## config.mk

```make
export PLATFORM = sky130hd
export DESIGN_NAME = stopwatch_run_ctrl
export DESIGN_NICKNAME = d
export VERILOG_FILES = /design/src/rtl/stopwatch_run_ctrl.sv
export SDC_FILE = /design/constraint.sdc
export NUM_CORES = 1
export LEC_CHECK = 0
export BUFFER_PORTS_ARGS = -buffer_cell sky130_fd_sc_hd__buf_2
export CORE_ASPECT_RATIO = 0.5
export CORE_MARGIN = 3
export CORE_UTILIZATION = 35
export CTS_CLUSTER_SIZE = 20
export DETAILED_ROUTE_END_ITERATION = 10
export GPL_TIMING_DRIVEN = 0
export PLACE_DENSITY_LB_ADDON = 0.3
export SYNTH_ARGS = -nofsm -noshare
export SYNTH_HDL_FRONTEND = slang
export SYNTH_SLANG_ARGS = --single-unit
```

## constraint.sdc

```tcl
create_clock -name clock -period 2.6 [get_ports clock]
set_input_delay 0.13 -clock clock [delete_from_list [all_inputs] [get_ports clock]]
set_output_delay 0.13 -clock clock [all_outputs]
set_load 0.05 [all_outputs]
```

## src/rtl/stopwatch_run_ctrl.sv

```systemverilog
// Run/stop sequencer for the BCD stopwatch: conditions the four buttons, runs the
// IDLE/RUN/PAUSE/EXPIRED machine and drives count enable, direction, clear, lap and alarm.
module stopwatch_run_ctrl #(
  parameter int DEBOUNCE_CYCLES = 1_000_000,
  parameter int DB_W            = 20,
  parameter int ALARM_TICKS     = 30
) (
  input  logic       clock,
  input  logic       reset_n,
  input  logic       tick_100ms,
  input  logic       start_button,
  input  logic       stop_button,
  input  logic       clear_button,
  input  logic       lap_button,
  input  logic       count_down,
  input  logic       at_zero,
  input  logic       at_max,
  output logic       running,
  output logic       direction,
  output logic       count_enable,
  output logic       clear_pulse,
  output logic       lap_hold,
  output logic       alarm,
  output logic [1:0] state
);

  typedef enum logic [1:0] {
    IDLE    = 2'b00,
    RUN     = 2'b01,
    PAUSE   = 2'b10,
    EXPIRED = 2'b11
  } state_t;

  localparam int              NB         = 4;
  localparam logic [DB_W-1:0] DB_LAST    = DB_W'(DEBOUNCE_CYCLES - 1);
  localparam int              AW         = $clog2(ALARM_TICKS + 1);
  localparam logic [AW-1:0]   ALARM_LAST = AW'(ALARM_TICKS - 1);

  // Button lanes: 0 start, 1 stop, 2 clear, 3 lap.
  logic [NB-1:0]   raw;
  logic [NB-1:0]   sync_a;
  logic [NB-1:0]   sync_b;
  logic [NB-1:0]   db_level;
  logic [NB-1:0]   db_level_d;
  logic [NB-1:0]   press;
  logic [DB_W-1:0] db_cnt [NB];

  state_t        state_q;
  logic [AW-1:0] alarm_cnt;
  logic          terminal;
  logic          start_ev;
  logic          stop_ev;
  logic          clear_ev;
  logic          lap_ev;

  assign raw = {lap_button, clear_button, stop_button, start_button};

  assign start_ev = press[0];
  assign stop_ev  = press[1];
  assign clear_ev = press[2];
  assign lap_ev   = press[3];

  // NOTE: sequential state is updated with <= so every flop samples pre-edge values,
  // independent of the order of statements or always blocks.
  always_ff @(posedge clock or negedge reset_n) begin
    if (!reset_n) begin
      sync_a     <= '0;
      sync_b     <= '0;
      db_level   <= '0;
      db_level_d <= '0;
      press      <= '0;
      // NOTE: db_cnt is a small flop array, not a RAM, so it takes the async reset
      // like any other register; a real memory would be left unreset.
      for (int i = 0; i < NB; i++) db_cnt[i] <= '0;
    end else begin
      sync_a     <= raw;
      sync_b     <= sync_a;
      db_level_d <= db_level;
      press      <= db_level & ~db_level_d;
      for (int i = 0; i < NB; i++) begin
        if (sync_b[i] == db_level[i]) begin
          db_cnt[i] <= '0;
        end else if (db_cnt[i] == DB_LAST) begin
          db_level[i] <= sync_b[i];
          db_cnt[i]   <= '0;
        end else begin
          db_cnt[i] <= db_cnt[i] + DB_W'(1);
        end
      end
    end
  end

  // NOTE: every signal written in always_comb gets a default first so no latch is inferred.
  always_comb begin
    terminal     = 1'b0;
    count_enable = 1'b0;
    terminal     = direction ? at_max : at_zero;
    count_enable = (state_q == RUN) && tick_100ms && !terminal;
  end

  // Priority among coincident events is clear > stop > start; lap is handled alongside.
  always_ff @(posedge clock or negedge reset_n) begin
    if (!reset_n) begin
      state_q     <= IDLE;
      running     <= 1'b0;
      direction   <= 1'b1;
      clear_pulse <= 1'b0;
      lap_hold    <= 1'b0;
      alarm       <= 1'b0;
      alarm_cnt   <= '0;
    end else begin
      clear_pulse <= 1'b0;
      case (state_q)
        IDLE: begin
          if (clear_ev) begin
            clear_pulse <= 1'b1;
          end else if (start_ev && !stop_ev && !(count_down && at_zero)) begin
            state_q   <= RUN;
            running   <= 1'b1;
            direction <= ~count_down;
          end
        end
        RUN: begin
          if (clear_ev) begin
            state_q     <= IDLE;
            running     <= 1'b0;
            clear_pulse <= 1'b1;
            lap_hold    <= 1'b0;
          end else if (stop_ev) begin
            state_q <= PAUSE;
            running <= 1'b0;
            if (lap_ev) lap_hold <= ~lap_hold;
          end else if (terminal) begin
            // Only a countdown expiry raises the alarm.
            state_q   <= EXPIRED;
            running   <= 1'b0;
            lap_hold  <= 1'b0;
            alarm     <= ~direction;
            alarm_cnt <= '0;
          end else if (lap_ev) begin
            lap_hold <= ~lap_hold;
          end
        end
        PAUSE: begin
          if (clear_ev) begin
            state_q     <= IDLE;
            clear_pulse <= 1'b1;
            lap_hold    <= 1'b0;
          end else begin
            if (lap_ev) lap_hold <= 1'b0;
            if (start_ev && !stop_ev) begin
              state_q <= RUN;
              running <= 1'b1;
            end
          end
        end
        EXPIRED: begin
          if (clear_ev) begin
            state_q     <= IDLE;
            clear_pulse <= 1'b1;
            alarm       <= 1'b0;
            alarm_cnt   <= '0;
          end else if (alarm && tick_100ms) begin
            if (alarm_cnt == ALARM_LAST) begin
              alarm     <= 1'b0;
              alarm_cnt <= '0;
            end else begin
              alarm_cnt <= alarm_cnt + AW'(1);
            end
          end
        end
        default: state_q <= IDLE;
      endcase
    end
  end

  assign state = state_q;

endmodule

```

# Word level (Yosys, flattened, before mapping)
# Cells that the tools add are included.
[word_totals]
register_bits = 112
elab_cells = 132
[op_classes]
addsub = 5
n_eq_ne = 25
mux = 49
bitwise = 10
reduce_logical = 24
[op_table]
columns = ["op", "count"]
rows = [
  ["2-to-1 mux 20 bit", 8],
  ["adder 20 x 1 -> 20 bit, second input constant", 4],
  ["== test 20 bit, second input constant", 4],
  ["2-to-1 mux 5 bit", 6],
  ["2-to-1 mux 1 bit", 22],
  ["2-to-1 mux 2 bit", 8],
  ["!= test 2 bit, second input constant", 8],
  ["!= test 3 bit, second input constant", 4],
  ["AND reduction 6 bit", 2],
  ["one-hot mux 5 bit (2 select lines)", 1],
  ["AND reduction 2 bit", 5],
  ["AND reduction 5 bit", 2],
  ["inverter 1 bit", 8],
  ["one-hot mux 2 bit (4 select lines)", 1],
  ["logical AND 1 bit", 6],
  ["adder 5 x 1 -> 5 bit, second input constant", 1],
  ["== test 5 bit, second input constant", 1],
  ["bitwise AND 4 bit", 1],
  ["== test 1 bit", 4],
  ["== test 2 bit, second input constant", 2],
  ["!= test 4 bit, second input constant", 1],
  ["inverter 4 bit", 1],
  ["one-hot mux 1 bit (2 select lines)", 2],
  ["nonzero test 2 bit", 2],
  ["7 further kinds", 9],
]

# Longest topological paths before layout
[logic_depth]
depth_word = 6
depth_mapped = 6

# Least setup slack after synthesis
# Ideal clock, no wire load.
[synth_timing]
kind = "reg-to-output"
from = "register direction"
to = "output port count_enable"
t_arrival_ps = 2190
t_required_ps = 2470
path_slack_ps = 280
path_stages_with_launch = 3
n_path_buf = 0
cell_sequence = "dfstp_2 mux2_2 nor3_1"
[synth_between]
elab_chain_len = 3
[synth_rtl]
columns = ["element", "line_no", "source"]
rows = [
  ["start, declared", "19", "output logic direction,"],
  ["start signal, assigned", "120", "direction <= ~count_down;"],
  ["2-to-1 mux 1 bit", "97", "terminal = direction ? at_max : at_zero;"],
  ["logical NOT 1 bit", "98", "count_enable = (state_q == RUN) && tick_100ms && !terminal;"],
  ["logical AND 1 bit", "98", ""],
  ["end, declared", "20", "output logic count_enable,"],
]
# Every way passes these cells.

# Final worst setup path
[layout_timing]
from = "register db_cnt[0] (netlist name)"
to = "register db_cnt[15] (netlist name)"
[layout_between]
elab_chain_len = 3
word_cells_on_any_way = 4
cone_classes = "add/sub: 1; eq/ne: 1; mux: 2"
[layout_rtl]
columns = ["element", "line_no", "source"]
rows = [
  ["start, declared", "46", "logic [DB_W-1:0] db_cnt [NB];"],
  ["start signal, assigned by index", "87", "db_cnt[i] <= db_cnt[i] + DB_W'(1);"],
  ["adder 20 x 1 -> 20 bit or == test 20 bit (tied branches)", "87, 83", ""],
  ["2-to-1 mux 20 bit (*)", "83", "end else if (db_cnt[i] == DB_LAST) begin"],
  ["2-to-1 mux 20 bit (*)", "81", "if (sync_b[i] == db_level[i]) begin"],
]
# Every way passes the cells marked *; elsewhere a longest branch is shown, timed or not.
# A chain may end at the register's enable or synchronous reset.

==> flow_summary.toml <==
[pwr]
power_leakage_nw = 2.44
switching_share = 0.223
intPower_w = 0.00256
power_share_of_the_combinational_group = 0.037
vdd.ir_drop.worst_mv = 0.327
power.net_switching_w = 0.000735
p_clk_frac = 0.421
power.sequential.fraction = 0.542
p_per_area_nw_per_um2 = 546

[yosys]
synth-compound-area-share = 0.0788
synth.cell_area_um2 = 5300
synthXorXnorAreaFrac = 0.0942
synthesis.instances = 514
yosysTopAreaCell = "sky130_fd_sc_hd__dfrtp_1"
synth_flop_cell = "sky130_fd_sc_hd__dfrtp_1"
edff_count_synth = 0
synthesis.nets = 530
ys_warn_count = 0
synth.avg_cell_area_um2 = 10.3
yosys_register_bits = 112
combinational_family_with_the_most_area_after_synthesis = "simple AND/OR/NAND/NOR gates"
seq_area_frac_synth = 0.529
top_area_cells_in_the_synthesized_netlist = "sky130_fd_sc_hd__dfrtp_1, sky130_fd_sc_hd__xnor2_1, sky130_fd_sc_hd__nor2_1"
area_fraction_of_the_dominant_cell_type_after_synthesis = 0.524
synth_adder_area_share = 0.0142
synthSimpleGateAreaFrac = 0.243
asyncSetResetFlopFracSynth = 1.00
multiplexer_share_of_the_synthesized_area = 0.0168
netlist-cell-type-count = 46

[global_routing]
grt_first_pass_wirelength_um = 17500
first_global_vias = 3713
track_usage = 0.124
grt_overflow = 0
grt_antenna_before_repair = 0
grt_max_degree = 92

[critical_path]
critPathCaptureType = "flop"
crit_arrival_ps = 2450
path_max_fanout = 10
rrSetupSlack_ps = 380
worst_ep_required_time_ps = 2830
rr_endpoint = "db_cnt[15]"
worst_r2r_startpoint = "db_cnt[0]"
timing_worst_setup_path_type = "flop to flop"
cp_cell_sequence = "ha_1 -> and3_1 -> nand3_1 -> o31ai_2 -> buf_2 -> nor2_1"
delay_of_the_slowest_cell_on_the_worst_path_ps = 690
worst-r2r-cell-count = 6
setup.worst_path.start_class = "flop"
timing.critical_path.buf_inv = 1
critical-path-slowest-cell = "sky130_fd_sc_hd__o31ai_2"
path_delay_family = "compound AO/OA/AOI/OAI gates"

[clock_tree]
cts_buffers = 9
clk_pin_slew_ps = 80
post_cts_setup_buffer_count = 0
clk_root_buffer_cell = "sky130_fd_sc_hd__clkbuf_16"
worst_skew_pair_latency_ps = 350
cts-hold-fix-buffers = 6
tritoncts_clock_tree = "yes"
maximum_clock_insertion_buffer_count = 2
cts_max_level = 3
clock_sinks = 112
ctsResizeCount = 0

[detailed_routing]
routed-via-count = 3831
drtAntennaViolNets = 0
violation_count_after_the_first_detailed_route_iteration = 253
wl_per_cell_um = 13.0
route.detailed.drc = 0
dr.pass1.iters = 4
via_per_inst = 5.09
detailed_route_wire_length_um = 9760

[floorplan]
fp.dieArea_um2 = 16700
placement_rows = 31
design.portCount = 18
fp.dieH_um = 93.0
fp.dieW_um = 180
core-area_um2 = 14600
initial_utilization = 0.363

[place]
dp_hpwl_um = 6660
gp_routability_congestion = 0.768
dpl-instance-area_um2 = 5670
buffer_ports.inserted = 17

[sta]
setup_total_negative_slack_ps = 0
slew_headroom = 0.489
grt_setup_unrepaired = "no"
drv_slew = 0
period_minus_slack_ps = 2220
hold-worst-slack_ps = 56.6
final-hold-violation-count = 0
achievable-frequency_mhz = 450
worst-slew-pin-transition_ps = 762
finalCritPeriodShare = 0.854
timing.clock.skew_ps = 7.44
setup_violations = 0

[layout]
finish.instance_area_um2 = 6020
final_net_count = 565
post_route_cells_drive_above_1_share = 0.106
fill_cells = 1374
growth_of_design_area_from_synthesis_to_finish_pct = 13.6
antenna_cells = 0

[worst_hold_path]
hold_end = "direction"
timing.hold.worst.class = "input pin to flop"
hold_path_startpoint = "at_zero"
hold_depth = 3

[job]
drv.max_cap_violation_count = 0

[outcome]
run_status = "finished, final reports clean"
cell usage in the layout, fill, tap and decap left out, drive strengths merged, types with 2 or more instances in the layout:
cell         Yosys  final
nor4            13     13
clkinv           0      2
mux2             7      7
and4             2      2
nand2           20     20
nor3            19     19
nor2            68     68
or3             11     11
clkinvlp         0      2
and2             5      5
and3            14     14
xor2            18     18
or4             14     14
a21oi           22     22
buf              5     23
nand4           19     19
dlygate4sd3      0      6
o21ai           12     12
nor4b            7      7
inv             22     23
clkbuf           4     14
nand3           32     32
o31ai           18     18
or4b             2      2
xnor2           39     39
o2bb2ai          3      3
o211ai           2      2
nand2b           3      3
dfrtp          111    111
ha               6      6
nor2b            5      5
per-layer routing:
metal / vias to the layer above / routed length, µm / GRT usage
met1: 1858 / 4930 / 0.169
met2: 49 / 4480 / 0.203
met5: - / 0 / 0
met3: 8 / 256 / 0.0264
li1: 1916 / - / -
met4: 0 / 97 / 0.0345
worst min-delay path: stages:
cell and delay, ps:
sky130_fd_sc_hd__buf_2 90, sky130_fd_sc_hd__o21ai_0 70, sky130_fd_sc_hd__o21ai_0 70
Yosys cell counts (3+ instances only):
cell	count
sky130_fd_sc_hd__nor2_1	68
sky130_fd_sc_hd__nand4_1	19
sky130_fd_sc_hd__buf_2	4
sky130_fd_sc_hd__nor4_1	13
sky130_fd_sc_hd__and3_1	14
sky130_fd_sc_hd__inv_1	22
sky130_fd_sc_hd__mux2_2	7
sky130_fd_sc_hd__a21oi_1	22
sky130_fd_sc_hd__ha_1	6
sky130_fd_sc_hd__and2_1	5
sky130_fd_sc_hd__or4_1	14
sky130_fd_sc_hd__xnor2_1	39
sky130_fd_sc_hd__nand2_1	20
sky130_fd_sc_hd__or3_1	8
sky130_fd_sc_hd__o21ai_0	12
sky130_fd_sc_hd__nor2b_1	5
sky130_fd_sc_hd__o2bb2ai_1	3
sky130_fd_sc_hd__nor4b_1	7
sky130_fd_sc_hd__nand3_2	4
sky130_fd_sc_hd__nand2b_1	3
sky130_fd_sc_hd__nand3_1	28
sky130_fd_sc_hd__dfrtp_1	111
sky130_fd_sc_hd__clkbuf_1	4
sky130_fd_sc_hd__o31ai_1	15
sky130_fd_sc_hd__xor2_1	18
sky130_fd_sc_hd__nor3_1	19
logic make-up (layout without fill, tap and decap cells):
group | count (synthesis) | after routing
fa+ha+maj | 6 | 6
simple gates | 237 | 237
buf+inv | 31 | 71
flops | 112 | 112
xor+xnor | 57 | 57
compound gates | 63 | 63
mux | 8 | 8
registers in the layout (all words and copies together), names as in the netlist:
signal,count
sync_b,4
db_level,4
sync_a,4
direction,1
alarm_cnt,5
running,1
press,4
clear_pulse,1
lap_hold,1
alarm,1
db_level_d,4
db_cnt,80
state,2
how the worst max path moves through the flow:
stage                         endpoint  cells after the start  slack [ps]      start
after CTS                   db_cnt[15]                      6         330  db_cnt[0]
after floorplan           count_enable                      2         280  direction
after global routing        db_cnt[14]                      6         170  db_cnt[0]
final                       db_cnt[15]                      6         380  db_cnt[0]
after detailed placement    db_cnt[14]                      6         350  db_cnt[0]
after global placement       db_cnt[0]                      1          40    reset_n
power groups by stage:
stage          sequential, W  clock [W]  combinational, W
4_1_cts              0.00178    0.00143          0.000127
2_1_floorplan        0.00182          0         0.0000530
5_1_grt              0.00179    0.00150          0.000144
6_report             0.00178    0.00139          0.000122
3_5_place_dp         0.00182          0          0.000120
3_3_place_gp         0.00182          0          0.000112
stage by stage:
| step | std cells | setup slack, ps | util | power [W] |
|---|---|---|---|---|
| 2_1_floorplan | 514 | 280 | - | 0.00187 |
| 3_3_place_gp | 729 | 36.9 | 0.385 | 0.00193 |
| 3_5_place_dp | 730 | 346 | 0.388 | 0.00194 |
| 4_1_cts | 752 | 332 | 0.412 | 0.00334 |
| 5_1_grt | 752 | 175 | 0.412 | 0.00343 |
| 6_report | 752 | 380 | 0.412 | 0.00329 |
final cells by class:
cell class,count,area (µm²),area share
buffer,9,46.3,0.00768
clock buffer,10,229,0.0380
clock inverter,6,67.6,0.0112
inverter,22,82.6,0.0137
multi-input combinational,371,2370,0.393
sequential,112,2800,0.465
tap,198,248,0.0411
timing repair buffer,24,179,0.0297
(Power assumes the default switching activity.)
